File: config.mk
export PLATFORM = sky130hd
export DESIGN_NAME = add_sub_exp_adjust_pipe
export DESIGN_NICKNAME = d
export VERILOG_FILES = /design/src/rtl/fpu_add_sub_pkg.sv /design/src/rtl/add_sub_exp_adjust_core.sv /design/src/rtl/add_sub_exp_adjust_pipe.sv
export SDC_FILE = /design/constraint.sdc
export NUM_CORES = 1
export LEC_CHECK = 0
export ABC_AREA = 1
export CAP_MARGIN = 15
export CORE_UTILIZATION = 30
export CTS_CLUSTER_SIZE = 30
export DETAILED_ROUTE_END_ITERATION = 12
export GPL_TIMING_DRIVEN = 1
export SYNTH_ARGS = -nofsm -noshare
export SYNTH_HDL_FRONTEND = slang
export SYNTH_SLANG_ARGS = --single-unit
File: constraint.sdc
create_clock -name i_clk -period 5.1 [get_ports i_clk]
set_input_delay 1.53 -clock i_clk [delete_from_list [all_inputs] [get_ports i_clk]]
set_output_delay 1.53 -clock i_clk [all_outputs]
set_load 0.02 [all_outputs]
File: src/rtl/fpu_add_sub_pkg.sv
// Shared types and helpers for the FPU add/sub exponent path.
package fpu_add_sub_pkg;

    typedef enum logic [1:0] {
        ADJ_NORM,
        ADJ_INC,
        ADJ_HOLD
    } adj_mode_e;

    function automatic int exp_max(input int size_exp);
        return (1 << size_exp) - 1;
    endfunction

endpackage

File: src/rtl/add_sub_exp_adjust_core.sv
// Exponent adjust core: mode select (carry > hold > normalise) and the
// signed two-extra-bit exponent sum consumed by the classify stage.
module add_sub_exp_adjust_core
    import fpu_add_sub_pkg::*;
#(
    parameter int SIZE_EXP  = 8,
    parameter int SIZE_LOPD = 8
) (
    input  logic                       overflow,
    input  logic                       underflow,
    input  logic [SIZE_LOPD-1:0]       lopd_value,
    input  logic [SIZE_EXP-1:0]        exp_value,
    output logic signed [SIZE_EXP+1:0] sum
);

    localparam int W = SIZE_EXP + 2;

    adj_mode_e    mode;
    logic [W-1:0] ez;
    logic [W-1:0] lz;

    assign ez = W'(exp_value);
    assign lz = W'(lopd_value);

    always_comb begin
        mode = ADJ_NORM;
        if (overflow) begin
            mode = ADJ_INC;
        end else if (underflow) begin
            mode = ADJ_HOLD;
        end
    end

    // Normalise path subtracts lopd as ~lopd + 1 in the widened domain.
    always_comb begin
        sum = '0;
        unique case (mode)
            ADJ_INC:  sum = ez + W'(1);
            ADJ_HOLD: sum = ez;
            default:  sum = ez + (~lz) + W'(1);
        endcase
    end

endmodule

File: src/rtl/add_sub_exp_adjust_pipe.sv
// Two-stage exponent adjust with valid/ready, saturation flags and counter.
// Optional macro ADD_SUB_EXP_ZERO_FORCE_EN: zero mantissa forces exponent 0.
module add_sub_exp_adjust_pipe
    import fpu_add_sub_pkg::*;
#(
    parameter int SIZE_EXP  = 8,
    parameter int SIZE_LOPD = 8,
    parameter int SIZE_TAG  = 4,
    parameter int SIZE_CNT  = 16
) (
    input  logic                i_clk,
    input  logic                i_rst,
    input  logic                i_valid,
    output logic                o_ready,
    input  logic                i_overflow,
    input  logic                i_underflow,
    input  logic                i_zero_flag,
    input  logic [SIZE_LOPD-1:0] i_lopd_value,
    input  logic [SIZE_EXP-1:0] i_exp_value,
    input  logic [SIZE_TAG-1:0] i_tag,
    output logic                o_valid,
    input  logic                i_ready,
    output logic [SIZE_EXP-1:0] o_exp_result,
    output logic                o_exp_ovf,
    output logic                o_exp_unf,
    output logic                o_zero,
    output logic [SIZE_TAG-1:0] o_tag,
    input  logic                i_clr_cnt,
    output logic [SIZE_CNT-1:0] o_sat_cnt
);

    localparam int W = SIZE_EXP + 2;
    localparam logic signed [W-1:0] EMAX = W'(exp_max(SIZE_EXP));
    localparam logic signed [W-1:0] ZERO = '0;

    logic                s1_v;
    logic                s2_v;
    logic                s1_en;
    logic                s2_en;
    logic                accept;
    logic                s1_zero;
    logic [SIZE_TAG-1:0] s1_tag;
    logic signed [W-1:0] s1_sum;
    logic signed [W-1:0] core_sum;
    logic [SIZE_EXP-1:0] cls_res;
    logic                cls_ovf;
    logic                cls_unf;
    logic                sat_evt;

    add_sub_exp_adjust_core #(
        .SIZE_EXP  (SIZE_EXP),
        .SIZE_LOPD (SIZE_LOPD)
    ) u_core (
        .overflow   (i_overflow),
        .underflow  (i_underflow),
        .lopd_value (i_lopd_value),
        .exp_value  (i_exp_value),
        .sum        (core_sum)
    );

    assign s2_en   = ~s2_v | i_ready;
    assign s1_en   = ~s1_v | s2_en;
    assign o_ready = s1_en;
    assign accept  = i_valid & o_ready;
    assign o_valid = s2_v;

    always_ff @(posedge i_clk or posedge i_rst) begin
        if (i_rst) begin
            s1_v    <= 1'b0;
            s1_sum  <= '0;
            s1_zero <= 1'b0;
            s1_tag  <= '0;
        end else if (s1_en) begin
            s1_v <= i_valid;
            if (i_valid) begin
                s1_sum  <= core_sum;
                s1_zero <= i_zero_flag;
                s1_tag  <= i_tag;
            end
        end
    end

    always_comb begin
        cls_res = s1_sum[SIZE_EXP-1:0];
        cls_ovf = 1'b0;
        cls_unf = 1'b0;
        if (s1_sum >= EMAX) begin
            cls_res = '1;
            cls_ovf = 1'b1;
        end else if (s1_sum <= ZERO) begin
            cls_res = '0;
            cls_unf = 1'b1;
        end
`ifdef ADD_SUB_EXP_ZERO_FORCE_EN
        if (s1_zero) begin
            cls_res = '0;
            cls_ovf = 1'b0;
            cls_unf = 1'b0;
        end
`endif
    end

    always_ff @(posedge i_clk or posedge i_rst) begin
        if (i_rst) begin
            s2_v         <= 1'b0;
            o_exp_result <= '0;
            o_exp_ovf    <= 1'b0;
            o_exp_unf    <= 1'b0;
            o_zero       <= 1'b0;
            o_tag        <= '0;
        end else if (s2_en) begin
            s2_v <= s1_v;
            if (s1_v) begin
                o_exp_result <= cls_res;
                o_exp_ovf    <= cls_ovf;
                o_exp_unf    <= cls_unf;
                o_zero       <= s1_zero;
                o_tag        <= s1_tag;
            end
        end
    end

    assign sat_evt = s2_v & i_ready & (o_exp_ovf | o_exp_unf);

    // Clear has priority over a coincident increment.
    always_ff @(posedge i_clk or posedge i_rst) begin
        if (i_rst) begin
            o_sat_cnt <= '0;
        end else if (i_clr_cnt) begin
            o_sat_cnt <= '0;
        end else if (sat_evt && (o_sat_cnt != '1)) begin
            o_sat_cnt <= o_sat_cnt + SIZE_CNT'(1);
        end
    end

endmodule
==> results of run 1 <==
state kept, by name (all words and copies together), names as in the netlist:
signal and flops:
s1_tag 4, o_exp_unf 1, s1_zero 1, o_sat_cnt 16, o_zero 1, o_valid 1
s1_sum 10, o_tag 4, o_exp_result 8, o_exp_ovf 1, s1_v 1
per-layer routing:
layer / GRT usage / routed length, µm
met5: 0 / 0
met4: 0.0379 / 91
met3: 0.0326 / 239
met2: 0.254 / 3380
met1: 0.182 / 3350
cells in the mapped netlist, drive strengths merged:
cell | number | area (µm²)
a21oi | 16 | 83.8
a31o | 1 | 8.76
a31oi | 2 | 12.5
a41oi | 1 | 8.76
and2 | 1 | 6.26
buf | 5 | 33.8
clkbuf | 1 | 3.75
clkinv | 1 | 8.76
dfrtp | 48 | 1200
fa | 1 | 20.0
ha | 10 | 125
inv | 45 | 169
nand2 | 135 | 524
nand3 | 44 | 230
nand3b | 4 | 30.0
nand4 | 7 | 43.8
nor2 | 44 | 183
nor3 | 5 | 30.0
nor4 | 1 | 6.26
o2111ai | 1 | 8.76
o21ai | 16 | 80.1
o31ai | 1 | 7.51
or2 | 2 | 12.5
xor2 | 11 | 96.3
power breakdown:
part | internal (W) | switching [W]
Sequential | 0.000446 | 0.0000485
Combinational | 0.000159 | 0.000205
Clock | 0.000193 | 0.000129
final timing paths:
kind	depth (start not counted)	end	startpoint	slack (ns)
max	4	o_ready	i_ready	0.80
min reg2reg	2	o_tag[1]	s1_tag[1]	0.48
min	2	o_tag[1]	s1_tag[1]	0.48
max in group asynchronous	2	o_sat_cnt[9]	i_rst	2.70
max reg2reg	5	s1_sum[9]	o_valid	3.29
min in group asynchronous	2	o_sat_cnt[3]	i_rst	1.77
cell type report:
class	instances	share of cell area
Inverter	46	0.0469
Clock inverter	2	0.0159
Sequential cell	48	0.317
Clock buffer	5	0.0182
Multi-Input combinational cell	303	0.401
Timing Repair Buffer	60	0.159
Tap cell	129	0.0426
cell families (layout without fill, tap and decap cells):
| logic type | count (synthesis) | in the layout | share of synthesized area |
|---|---|---|---|
| AND/OR/NAND/NOR | 243 | 243 | 0.363 |
| buffers and inverters | 52 | 113 | 0.0733 |
| flip-flops | 48 | 48 | 0.409 |
| adder cells (fa/ha/maj) | 11 | 11 | 0.0495 |
| AO/OA/AOI/OAI | 38 | 38 | 0.0716 |
| XOR/XNOR | 11 | 11 | 0.0328 |
per-stage QoR:
step           total power [W]  std cells
6_report               0.00118        593
5_1_grt                0.00126        593
4_1_cts                0.00120        593
3_5_place_dp          0.000870        586
3_3_place_gp          0.000867        586
2_1_floorplan         0.000704        403
placed cells by master (no fill, tap or decap), drive strengths merged:
master	n
nand2	135
dfrtp	48
and2	1
a31o	1
xor2	11
o31ai	1
fa	1
clkdlybuf4s50	60
a31oi	2
clkinv	1
nand3b	4
nand3	44
nor4	1
bufinv	2
a41oi	1
nor2	44
nand4	7
clkbuf	5
ha	10
inv	45
o2111ai	1
o21ai	16
nor3	5
a21oi	16
or2	2
critical path: cells and delay by family:
family | cells | cell delay, ns
buffers and inverters | 3 | 1.13
and+or+nand+nor | 1 | 0.10
==> out/results.tsv, run 1 <==
stage	metric	value	unit
cts	cts_tree	yes	
sta	fin_tns_setup	0	ns
floorplanning	ios	61	
grt	overflow	0	
worst_setup_path	path_class	input port to output port	
cts	htree_levels	2	
worst_setup_path	cp-end-kind	output port	
sta	finalSetupViolations	0	
worst_setup_path	cpMostUsedCell	clkdlybuf4s50_1	
worst_setup_path	worstPathArrival	2.77	ns
sta	min_period	4.30	ns
pwr	p_leak	1.79	nW
final_layout	post-route-util	0.404	
place	dp_slack	0.804	ns
cts	cts_setup_buffers	0	
sta	finalHoldWorstSlack	0.485	ns
min_path	hp-class	register to register	
worst_setup_path	crit_chain	clkdlybuf4s50_1 -> inv_1 -> nand3_1 -> clkdlybuf4s50_1	
final_layout	multiInputGateArea	1520	µm²
route	wl_per_cell	11.9	µm
sta	finalHoldViolCount	0	
grt	antenna_found_initial	0	
cts	post_cts_resize_count	0	
sta	slew_viol_final	0	
floorplanning	start_util	0.313	
sta	rsz0062_at_grt	no	
cts	cts_sinks	48	
grt	grt_pass1_wl	11900	µm
pwr	ir_drop	0.000207	V
cts	cts_buffer_depth	2	
cts	clk_pin_slew	0.09	ns
worst_setup_path	cp_slowest_stage_delay	0.61	ns
run_status	status	complete, no violations	
route	remaining_drc_errors	0	
final_layout	area_growth	29.1	%
sta	worst_pin_slew	0.993	ns
sta	finClkSkew	0.00407	ns
logic_synthesis	synth_cells	403	
floorplanning	coreArea	9370	µm²
floorplanning	die_area	10200	µm²
floorplanning	num_rows	35	
logic_synthesis	synth-seq-area-share	0.409	
sta	setup_slack	0.805	ns
logic_synthesis	ys_ff_latch	48	
floorplanning	die_y	101	µm
grt	grt_max_degree	49	
logic_synthesis	synth-warning-count	0	
sta	maxSlewHeadroom	0.337	
cts	root_buffer	clkbuf_8	
route	vias_per_cell	4.68	
worst_setup_path	critical_path.slowest_cell	clkdlybuf4s50_1	
final_layout	nFillCells	991	
logic_synthesis	synth_cell_type_count	35	
route	drtAntennaViolNets	0	
route	drt_iter0_drc	96	
final_layout	final_nets	503	
logic_synthesis	syn_avg_cell_area	7.28	µm²
pwr	powerDensity	312	nW/µm²
route	vias	2778	
sta	min_period_over_period	0.842	
route	dr.pass1.iters	4	
worst_setup_path	required	3.57	ns
cts	cts_made_buffers	5	
place	place_area	3660	µm²
worst_setup_path	critPathLaunchType	input port	
final_layout	drive_gt1_frac	0.0539	
logic_synthesis	synth_nets	442	
worst_setup_path	crit_fanout	3	
final_layout	diodes	0	
grt	grt_pass1_vias	2655	
grt	grt_use_total	0.146	
floorplanning	die_w	101	µm
place	hpwl	5250	µm
cts	clock_latency	0.30	ns
final_layout	seqCellArea	1200	µm²
sta	fmax	233	MHz
cts	cts_hold_buf	0	
logic_synthesis	syn-cell-area	2930	µm²
place	finalWeightedCongestion	0.832	
final_layout	stdcell_area	3790	µm²
route	routed_wl	7060	µm
flow_run	drv_cap	0	
place	io_buffers	60	
Power figures use the tool's default switching activity.
==> run 2: changes to the inputs <==
==> constraint.sdc (replaced) <==
create_clock -name i_clk -period 4.18 [get_ports i_clk]
set_input_delay 1.254 -clock i_clk [delete_from_list [all_inputs] [get_ports i_clk]]
set_output_delay 1.254 -clock i_clk [all_outputs]
set_load 0.02 [all_outputs]
==> run 2 against run 1 <==
Against the previous run:
- total power rose by 19%
- sequential share of layout area is 0.052 points higher
- utilization is 0.067 points lower
- first-iteration DRC count rose by 3.1%
- via count fell by 0.32%
- clock power is 9.3% higher
- critical endpoint unchanged
==> out/results.tsv, run 2 (synthesized netlist as in run 1, its figures left out) <==
stage	metric	value	unit	change
final_layout	drive_gt1_frac	0.0579		+0.00406
cts	cts_tree	yes		
route	wl_per_cell	11.9	µm	-0.21%
route	remaining_drc_errors	0		unchanged
final_layout	diodes	0		unchanged
sta	fin_tns_setup	0	ns	unchanged
worst_setup_path	rrSetupSlack	2.37	ns	-0.92 ns
sta	min_period	3.75	ns	
grt	antenna_found_initial	0		unchanged
worst_setup_path	crit_fanout	3		unchanged
floorplanning	die_area	10200	µm²	unchanged
min_path	hp-class	register to register		
pwr	p_leak	1.78	nW	-0.27%
pwr	ir_drop	0.000247	V	+20%
cts	htree_levels	2		unchanged
route	vias_per_cell	4.65		-0.66%
worst_setup_path	cp-end-kind	output port		
cts	cts_hold_buf	0		unchanged
cts	post_cts_resize_count	0		unchanged
sta	finClkSkew	0.00941	ns	+0.00533 ns
final_layout	seqCellArea	1200	µm²	unchanged
final_layout	multiInputGateArea	1520	µm²	unchanged
pwr	seqPwrFrac	0.430		+0.011
floorplanning	start_util	0.313		unchanged
sta	rsz0062_at_grt	no		
cts	cts_sinks	48		unchanged
pwr	pwr-share-clk	0.250		-0.023
sta	worst_pin_slew	1.00	ns	+0.00649 ns
sta	setup_slack	0.431	ns	-0.373 ns
floorplanning	num_rows	35		unchanged
cts	clk_pin_slew	0.10	ns	about the same
floorplanning	die_y	101	µm	unchanged
cts	clock_latency	0.30	ns	about the same
pwr	p_comb_frac	0.320		+0.012
final_layout	final_nets	504		+0.20%
place	dp_slack	0.426	ns	-0.378 ns
worst_setup_path	critPathLaunchType	input port		
final_layout	post-route-util	0.403		-0.000668
route	drtAntennaViolNets	0		unchanged
pwr	p_switching	0.000485	W	+27%
worst_setup_path	worstPathArrival	2.49	ns	-0.28 ns
sta	maxSlewHeadroom	0.333		-0.00336
floorplanning	coreArea	9370	µm²	unchanged
sta	min_period_over_period	0.897		
run_status	status	complete, no violations		
pwr	switching_share	0.345		+0.0208
grt	grt_pass1_vias	2734		+3.0%
floorplanning	ios	61		unchanged
final_layout	largest_reg_flops	16		unchanged
pwr	intPower	0.000922	W	+15%
final_layout	regMostFlops	o_sat_cnt		
final_layout	layout_commonest_cell	nand2_1		
route	dr.pass1.iters	4		unchanged
place	io_buffers	60		unchanged
sta	finalSetupViolations	0		unchanged
cts	cts_made_buffers	5		unchanged
cts	root_buffer	clkbuf_8		
pwr	power	0.00141	W	+19%
sta	finalHoldWorstSlack	0.482	ns	-0.00316 ns
final_layout	area_growth	28.9	%	
sta	fmax	267	MHz	
place	hpwl	5280	µm	+0.58%
final_layout	largestRegisters	o_sat_cnt (16), s1_sum (10), o_exp_result (8)		
route	routed_wl	7070	µm	+0.13%
flow_run	drv_cap	0		unchanged
final_layout	nFillCells	1002		+1.1%
place	finalWeightedCongestion	0.840		+1.0%
route	drt_iter0_drc	99		+3.1%
grt	grt_max_degree	49		unchanged
worst_setup_path	required	2.93	ns	-0.64 ns
cts	cts_buffer_depth	2		unchanged
cts	cts_setup_buffers	0		unchanged
grt	grt_use_total	0.150		+0.00428
grt	overflow	0		unchanged
worst_setup_path	path_class	input port to output port		
pwr	powerDensity	372	nW/µm²	+19%
grt	grt_pass1_wl	12300	µm	+3.4%
floorplanning	die_w	101	µm	unchanged
sta	finalHoldViolCount	0		unchanged
final_layout	mostFrequentLayoutCells	nand2_1 (132), clkdlybuf4s50_1 (60), dfrtp_1 (48)		
sta	slew_viol_final	0		unchanged
route	vias	2769		-0.32%
-- run 2: cell count changes in the layout (fill, tap and decap cells not counted) --
cell / previous run / this run
buf_4: 0 / 1
inv_6: 0 / 1
bufinv_16: 2 / 1
clkinvlp_4: 0 / 1
-- run 2: critical path: stages --
cell and delay [ns]:
clkdlybuf4s50_1 0.47, inv_1 0.05, nand3_1 0.10, clkdlybuf4s50_1 0.61
-- run 2: layer usage --
metal,wire (µm),vias up,global-route usage
li1,-,1420,-
met1,3330,1282,0.191
met2,3380,59,0.260
met3,267,8,0.0361
met4,85,0,0.0290
met5,0,-,0
-- run 2: path summary, 6_finish.rpt --
| kind | from | to | depth (start not counted) |
|---|---|---|---|
| worst min register to register | s1_tag[0] | o_tag[0] | 2 |
| worst min-delay path | s1_tag[0] | o_tag[0] | 2 |
| max in group asynchronous | i_rst | s1_sum[3] | 2 |
| worst max register to register | o_valid | s1_sum[8] | 6 |
| min in group asynchronous | i_rst | o_sat_cnt[3] | 2 |
| worst max-delay path | i_ready | o_ready | 4 |
-- run 2: power groups by stage --
stage | clock network, W | registers, W | logic [W]
after floorplan | 0 | 0.000671 | 0.000189
after global placement | 0 | 0.000613 | 0.000447
after global routing | 0.000384 | 0.000617 | 0.000501
after CTS | 0.000361 | 0.000605 | 0.000456
after detailed placement | 0 | 0.000613 | 0.000453
final | 0.000352 | 0.000604 | 0.000451
-- run 2: through the flow --
stage               std cells  instance area [µm²]
floorplan                 403                 2930
global placement          587                 3670
detailed placement        587                 3670
CTS                       595                 3780
global route              595                 3780
finish                    595                 3780
-- run 2: area by class of cell --
class,count,share of cell area
repair buffers,61,0.161
well taps,129,0.0427
clock inverters,3,0.0122
inverters,46,0.0470
multi-input cells,303,0.401
clock buffers,5,0.0182
flip-flops and latches,48,0.318
